$ cat config.mk
export PLATFORM = sky130hd
export DESIGN_NAME = mem_access_unit_flat
export DESIGN_NICKNAME = d
export VERILOG_FILES = /design/src/rtl/mem_access_unit_if.sv /design/src/rtl/mem_access_unit.sv /design/src/flat_wrapper.sv
export SDC_FILE = /design/constraint.sdc
export NUM_CORES = 1
export LEC_CHECK = 0
export ABC_AREA = 1
export CELL_PAD_IN_SITES_DETAIL_PLACEMENT = 1
export CELL_PAD_IN_SITES_GLOBAL_PLACEMENT = 2
export CORE_ASPECT_RATIO = 0.75
export CORE_MARGIN = 2
export CORE_UTILIZATION = 24
export CTS_BUF_LIST = sky130_fd_sc_hd__clkbuf_4
export DETAILED_ROUTE_END_ITERATION = 16
export PLACE_DENSITY = 0.86
export SKIP_LAST_GASP = 1
export SLEW_MARGIN = 20
export SYNTH_ARGS = -nofsm -noshare
export SYNTH_HDL_FRONTEND = slang
export SYNTH_SLANG_ARGS = --single-unit
$ cat constraint.sdc
create_clock -name clk -period 2.4 [get_ports clk]
set_input_delay 0.48 -clock clk [delete_from_list [all_inputs] [get_ports clk]]
set_output_delay 0.48 -clock clk [all_outputs]
set_load 0.1 [all_outputs]
$ cat src/rtl/mem_access_unit_if.sv
`default_nettype none
// +--------------------------------------------------------------------------+
// | mem_access_unit_if : request/response handshake between pipeline and     |
// |                      the memory access unit                              |
// | Revision: 1.0                                                            |
// +--------------------------------------------------------------------------+
interface mem_access_unit_if;
  logic        req_valid;
  logic        req_ready;
  logic        req_is_store;
  logic [31:0] req_addr;
  logic [31:0] req_wdata;
  logic        resp_valid;
  logic [31:0] resp_rdata;
  logic        resp_fault;

  modport master (
    output req_valid, req_is_store, req_addr, req_wdata,
    input  req_ready, resp_valid, resp_rdata, resp_fault
  );

  modport slave (
    input  req_valid, req_is_store, req_addr, req_wdata,
    output req_ready, resp_valid, resp_rdata, resp_fault
  );
endinterface
`default_nettype wire

$ cat src/rtl/mem_access_unit.sv
`default_nettype none
// +--------------------------------------------------------------------------+
// | mem_access_unit : single-outstanding load/store unit with fault check;   |
// |                   MAU_STORE_VERIFY_EN adds a read-back check to stores   |
// | Revision: 1.0                                                            |
// +--------------------------------------------------------------------------+
module mem_access_unit (
  input  wire              clk,
  input  wire              rst_n,
  mem_access_unit_if.slave bus,
  output logic             read_data_flag,
  output logic             write_data_flag,
  output logic [7:0]       address_of_data,
  output logic [31:0]      data_to_write,
  input  wire  [31:0]      data_read_out
);

  localparam logic [2:0] S_IDLE  = 3'd0;
  localparam logic [2:0] S_ISSUE = 3'd1;
  localparam logic [2:0] S_WAIT  = 3'd2;
  localparam logic [2:0] S_RESP  = 3'd3;
`ifdef MAU_STORE_VERIFY_EN
  localparam logic [2:0] S_VRD1  = 3'd4;
  localparam logic [2:0] S_VRD2  = 3'd5;
`endif

  logic [2:0]  r_state;
  logic        r_is_store;
  logic [7:0]  r_addr;
  logic [31:0] r_wdata;
  logic [31:0] r_rdata;
  logic        r_fault;

  logic        w_accept;
  logic        w_addr_fault;

  assign bus.req_ready  = (r_state == S_IDLE);
  assign w_accept       = bus.req_valid && bus.req_ready;
  // Misaligned word access or beyond the 1 KiB data memory window.
  assign w_addr_fault   = (bus.req_addr[1:0] != 2'b00) || (bus.req_addr[31:10] != 22'd0);

  assign bus.resp_valid = (r_state == S_RESP);
  assign bus.resp_rdata = r_rdata;
  assign bus.resp_fault = r_fault;
  assign address_of_data = r_addr;
  assign data_to_write   = r_wdata;

  always_comb begin
    read_data_flag  = 1'b0;
    write_data_flag = 1'b0;
    case (r_state)
      S_ISSUE: begin
        read_data_flag  = !r_is_store;
        write_data_flag = r_is_store;
      end
      S_WAIT:  read_data_flag = 1'b1;
`ifdef MAU_STORE_VERIFY_EN
      S_VRD1:  read_data_flag = 1'b1;
      S_VRD2:  read_data_flag = 1'b1;
`endif
      default: begin
        read_data_flag  = 1'b0;
        write_data_flag = 1'b0;
      end
    endcase
  end

  always_ff @(posedge clk or negedge rst_n) begin
    if (!rst_n) begin
      r_state    <= S_IDLE;
      r_is_store <= 1'b0;
      r_addr     <= 8'd0;
      r_wdata    <= 32'd0;
      r_rdata    <= 32'd0;
      r_fault    <= 1'b0;
    end else begin
      case (r_state)
        S_IDLE: begin
          if (w_accept) begin
            r_is_store <= bus.req_is_store;
            r_addr     <= bus.req_addr[9:2];
            r_wdata    <= bus.req_wdata;
            if (w_addr_fault) begin
              r_state <= S_RESP;
              r_rdata <= 32'd0;
              r_fault <= 1'b1;
            end else begin
              r_state <= S_ISSUE;
            end
          end
        end
        S_ISSUE: begin
          if (r_is_store) begin
`ifdef MAU_STORE_VERIFY_EN
            r_state <= S_VRD1;
`else
            r_state <= S_RESP;
            r_rdata <= 32'd0;
            r_fault <= 1'b0;
`endif
          end else begin
            r_state <= S_WAIT;
          end
        end
        S_WAIT: begin
          r_state <= S_RESP;
          r_rdata <= data_read_out;
          r_fault <= 1'b0;
        end
`ifdef MAU_STORE_VERIFY_EN
        S_VRD1: r_state <= S_VRD2;
        S_VRD2: begin
          // Read-back must match what was written in ISSUE.
          r_state <= S_RESP;
          r_rdata <= 32'd0;
          r_fault <= (data_read_out != r_wdata);
        end
`endif
        S_RESP:  r_state <= S_IDLE;
        default: r_state <= S_IDLE;
      endcase
    end
  end

endmodule
`default_nettype wire

$ cat src/flat_wrapper.sv
// flat-port wrapper written by rule: the top's interface ports become plain ports
module mem_access_unit_flat 
  (clk, rst_n, read_data_flag, write_data_flag, address_of_data, data_to_write, data_read_out, bus_req_valid, bus_req_is_store, bus_req_addr, bus_req_wdata, bus_req_ready, bus_resp_valid, bus_resp_rdata, bus_resp_fault);
  mem_access_unit_if bus_i ();
  input  wire clk;
  input  wire rst_n;
  output logic read_data_flag;
  output logic write_data_flag;
  output logic [7:0] address_of_data;
  output logic [31:0] data_to_write;
  input  wire  [31:0] data_read_out;
  input wire logic [$bits(bus_i.req_valid)-1:0] bus_req_valid;
  input wire logic [$bits(bus_i.req_is_store)-1:0] bus_req_is_store;
  input wire logic [$bits(bus_i.req_addr)-1:0] bus_req_addr;
  input wire logic [$bits(bus_i.req_wdata)-1:0] bus_req_wdata;
  output wire logic [$bits(bus_i.req_ready)-1:0] bus_req_ready;
  output wire logic [$bits(bus_i.resp_valid)-1:0] bus_resp_valid;
  output wire logic [$bits(bus_i.resp_rdata)-1:0] bus_resp_rdata;
  output wire logic [$bits(bus_i.resp_fault)-1:0] bus_resp_fault;
  assign bus_i.req_valid = bus_req_valid;
  assign bus_i.req_is_store = bus_req_is_store;
  assign bus_i.req_addr = bus_req_addr;
  assign bus_i.req_wdata = bus_req_wdata;
  assign bus_req_ready = bus_i.req_ready;
  assign bus_resp_valid = bus_i.resp_valid;
  assign bus_resp_rdata = bus_i.resp_rdata;
  assign bus_resp_fault = bus_i.resp_fault;
  mem_access_unit u_core (.clk(clk), .rst_n(rst_n), .bus(bus_i), .read_data_flag(read_data_flag), .write_data_flag(write_data_flag), .address_of_data(address_of_data), .data_to_write(data_to_write), .data_read_out(data_read_out));
endmodule
==> metrics.json <==
{
  "status": {"value": "complete, no violations"},
  "vias_per_cell": {"value": 4.22},
  "rr_startpoint": {"value": "u_core.r_state[0]"},
  "syn-num-nets": {"value": 451},
  "critical_path.startpoint_type": {"value": "flop"},
  "nNetsFinal": {"value": 629},
  "grt_start_max_net_pins": {"value": 47},
  "synth.yosys.seq_area_share": {"value": 56.4, "unit": "%"},
  "period_share": {"value": 90.1, "unit": "%"},
  "cts_inserted_buffers": {"value": 9},
  "area_after_dpl": {"value": 5190, "unit": "µm²"},
  "postSynthCellCount": {"value": 347},
  "dr_iter_0_viols": {"value": 107},
  "routed_wl": {"value": 10300, "unit": "µm"},
  "critPathRequiredTime": {"value": 1920, "unit": "ps"},
  "timing.critical_path.slowest_cell_delay": {"value": 440, "unit": "ps"},
  "synth.lib_cells_used.distinct": {"value": 15},
  "min_delay_path_depth": {"value": 2},
  "fmaxAchievable": {"value": 0.462, "unit": "GHz"},
  "critPathSlowestCell": {"value": "sky130_fd_sc_hd__dfrtp_1"},
  "timing.final.ws_setup": {"value": 237, "unit": "ps"},
  "portion_of_netlist_area_occupied_by_mux_cells": {"value": 13.7, "unit": "%"},
  "synth-warning-count": {"value": 0},
  "grt_pass1_vias": {"value": 3280},
  "boundaryPins": {"value": 177},
  "final-seq-area": {"value": 1900, "unit": "µm²"},
  "area_delta_synth_final": {"value": 58.9, "unit": "%"},
  "die-height": {"value": 107, "unit": "µm"},
  "grt_util_all_layers": {"value": 14.1, "unit": "%"},
  "vias": {"value": 2974},
  "drt_pre_antenna_iters": {"value": 4},
  "worst_ep_arrival": {"value": 1680, "unit": "ps"},
  "synth-xor-area-share": {"value": 0, "unit": "%"},
  "numPlacedInstances": {"value": 688},
  "antenna_cells_inserted": {"value": 0},
  "critical_path_peak_fanout": {"value": 4},
  "placement_rows": {"value": 37},
  "compound_gate_portion_of_the_synthesized_area": {"value": 0.260, "unit": "%"},
  "max_slew_margin": {"value": 71.4, "unit": "%"},
  "min-delay-path-class": {"value": "reg -> reg"},
  "path_buf_inv": {"value": 3},
  "initial_core_utilization": {"value": 24.6, "unit": "%"},
  "ff_to_ff_end": {"value": "u_core.bus.resp_rdata[7]"},
  "finalCriticalPeriod": {"value": 2160, "unit": "ps"},
  "crit_type": {"value": "reg -> out"},
  "final_layout_size_suffix_gt1_share": {"value": 28.1, "unit": "%"},
  "grt_remaining_overflow": {"value": 0},
  "final.setup_skew": {"value": 14.0, "unit": "ps"},
  "hold_start": {"value": "u_core.bus.resp_rdata[23]"},
  "setup_viol": {"value": 0},
  "fraction_of_the_mapped_netlist_area_in_adder_cells": {"value": 1.48, "unit": "%"},
  "die_w": {"value": 141, "unit": "µm"},
  "number_of_antenna_violations_at_the_first_check_in_global_routing": {"value": 0},
  "combinational_family_with_the_most_area_after_synthesis": {"value": "simple AND/OR/NAND/NOR gates"},
  "dp_worst_setup_slack": {"value": 385, "unit": "ps"},
  "timing_hold_violations_final": {"value": 0},
  "report.final.slew_viol_count": {"value": 0},
  "final_cell_count_no_fill": {"value": 705},
  "ant_nets": {"value": 0},
  "root_buffer": {"value": "sky130_fd_sc_hd__clkbuf_4"},
  "tns": {"value": 0, "unit": "ps"},
  "drt_drc_violations_left": {"value": 0},
  "rsz0062_at_grt": {"value": "no"},
  "path_cells": {"value": "inv_1 -> ha_1 -> inv_1 -> nor2_2 -> nor2_1 -> nor2_4 -> buf_12"},
  "reg2regPathDepth": {"value": 9},
  "ctsHtreeMaxLevel": {"value": 3},
  "post-cts-setup-buffer-count": {"value": 0},
  "endpoint_of_the_worst_hold_timing_path": {"value": "u_core.bus.resp_rdata[23]"},
  "clock_latency_at_the_later_pin_of_the_worst_skew_pair": {"value": 400, "unit": "ps"},
  "port_buffers": {"value": 176},
  "max-cap-violations": {"value": 0},
  "worst-r2r-setup-slack": {"value": 490, "unit": "ps"},
  "cts_tree": {"value": "built"},
  "ys_seq_elements": {"value": 76},
  "cpLargestDelayFamily": {"value": "flip-flops"},
  "clkSlewWorstSetupHoldPaths": {"value": 120, "unit": "ps"},
  "post_drt_wl_per_cell": {"value": 14.6, "unit": "µm"},
  "gp_congestion": {"value": 0.745},
  "mappedNetlistArea": {"value": 3370, "unit": "µm²"},
  "avgSynthCellArea": {"value": 9.72, "unit": "µm²"},
  "multi_input_gate_area_in_the_final_layout": {"value": 1240, "unit": "µm²"},
  "crit_path_frequent_cell": {"value": "sky130_fd_sc_hd__inv_1"},
  "clock_tree.buffer_depth": {"value": 2},
  "clock_sink_count": {"value": 76},
  "floorplan.core_area": {"value": 13700, "unit": "µm²"},
  "die_area": {"value": 15000, "unit": "µm²"},
  "tightestPinTransition": {"value": 429, "unit": "ps"},
  "cp-end-kind": {"value": "primary output"},
  "grt_first_pass_wirelength": {"value": 16800, "unit": "µm"},
  "n_fill_cell": {"value": 1577},
  "yosys.area_share.simple": {"value": 21.1, "unit": "%"},
  "dpl.hpwl": {"value": 7810, "unit": "µm"},
  "design_area": {"value": 5360, "unit": "µm²"}
}
==> sequential cells by signal, summed over array words and instances, names as in the netlist <==
register / flops
u_core.address_of_data: 8
u_core.data_to_write: 32
u_core.r_is_store: 1
u_core.bus.resp_rdata: 32
u_core.bus.resp_fault: 1
u_core.r_state: 2
==> synthesized netlist by cell type, drive strengths merged <==
cell type,instances,area [µm²]
nand2,113,427
nand4,1,12.5
ha,4,50.1
buf,10,68.8
inv,38,143
nand3,34,170
dfrtp,76,1900
clkbuf,7,26.3
a22o,1,8.76
nor2,21,86.3
mux2,41,462
nor3,1,16.3
==> area by class of cell <==
type	instances	area share, %
sequential	76	35.5
timing repair buffer	184	31.6
multi-input combinational	216	23.2
tap	175	4.09
inverter	38	2.66
clock buffer	11	1.54
clock inverter	5	1.42
==> per-stage QoR <==
stage / utilization, % / hold WS (ps)
finish: 39.1 / 486
global route: 39.1 / 531
CTS: 39.1 / 497
detailed placement: 37.9 / 454
global placement: 37.9 / 447
floorplan: - / 184
==> timing repair <==
action,4_1_cts,5_1_grt
hold buffers,1,0
endpoints found under the hold margin,30,0
resized for setup,0,1
setup endpoints to repair,0,1
==> how the worst max path moves through the flow <==
stage | start | endpoint | slack [ps] | depth (start not counted)
2_1_floorplan | u_core.r_state[0] | u_core.bus.resp_fault | 130 | 9
3_3_place_gp | bus_req_addr[29] | u_core.bus.resp_rdata[15] | 460 | 9
3_5_place_dp | bus_req_addr[15] | u_core.bus.resp_rdata[16] | 380 | 9
4_1_cts | u_core.r_state[1] | read_data_flag | 90 | 7
5_1_grt | u_core.r_state[1] | read_data_flag | 70 | 7
6_report | u_core.r_state[1] | read_data_flag | 240 | 7
==> worst register-to-register path, delay by kind of cell, from the launching register on <==
kind / cells / cell delay, ps
and+or+nand+nor: 5 / 660
DFF: 1 / 440
buffers and inverters: 3 / 390
adders and majority gates: 1 / 350
==> cell usage in the layout (no fill, tap or decap), types with 4 or more instances in the layout <==
cell type | synthesis | layout
sky130_fd_sc_hd__mux2_2 | 41 | 41
sky130_fd_sc_hd__clkbuf_4 | 0 | 11
sky130_fd_sc_hd__nor2_2 | 3 | 4
sky130_fd_sc_hd__nand3_1 | 34 | 34
sky130_fd_sc_hd__clkdlybuf4s50_1 | 0 | 98
sky130_fd_sc_hd__buf_12 | 0 | 5
sky130_fd_sc_hd__nand2_1 | 112 | 111
sky130_fd_sc_hd__buf_4 | 0 | 80
sky130_fd_sc_hd__dfrtp_1 | 76 | 76
sky130_fd_sc_hd__ha_1 | 4 | 4
sky130_fd_sc_hd__inv_1 | 38 | 38
sky130_fd_sc_hd__nor2_1 | 18 | 16
==> routing by layer <==
metal  wire [µm]  up-vias  GRT usage [%]
li1            -     1436              -
met1        4710     1440           18.2
met2        4970       92           24.3
met3         507        6           3.26
met4          77        0           3.43
met5           0        -              0
==> kinds of logic after synthesis <==
logic type                 Yosys count
buffers and inverters               55
muxes                               41
DFF                                 76
adders and majority gates            4
AOI/OAI and AO/OA                    1
and+or+nand+nor                    170
Power is left out: the tool's default activity adds up to more than one toggle a clock period on the data nets, which glitch-free logic cannot reach.
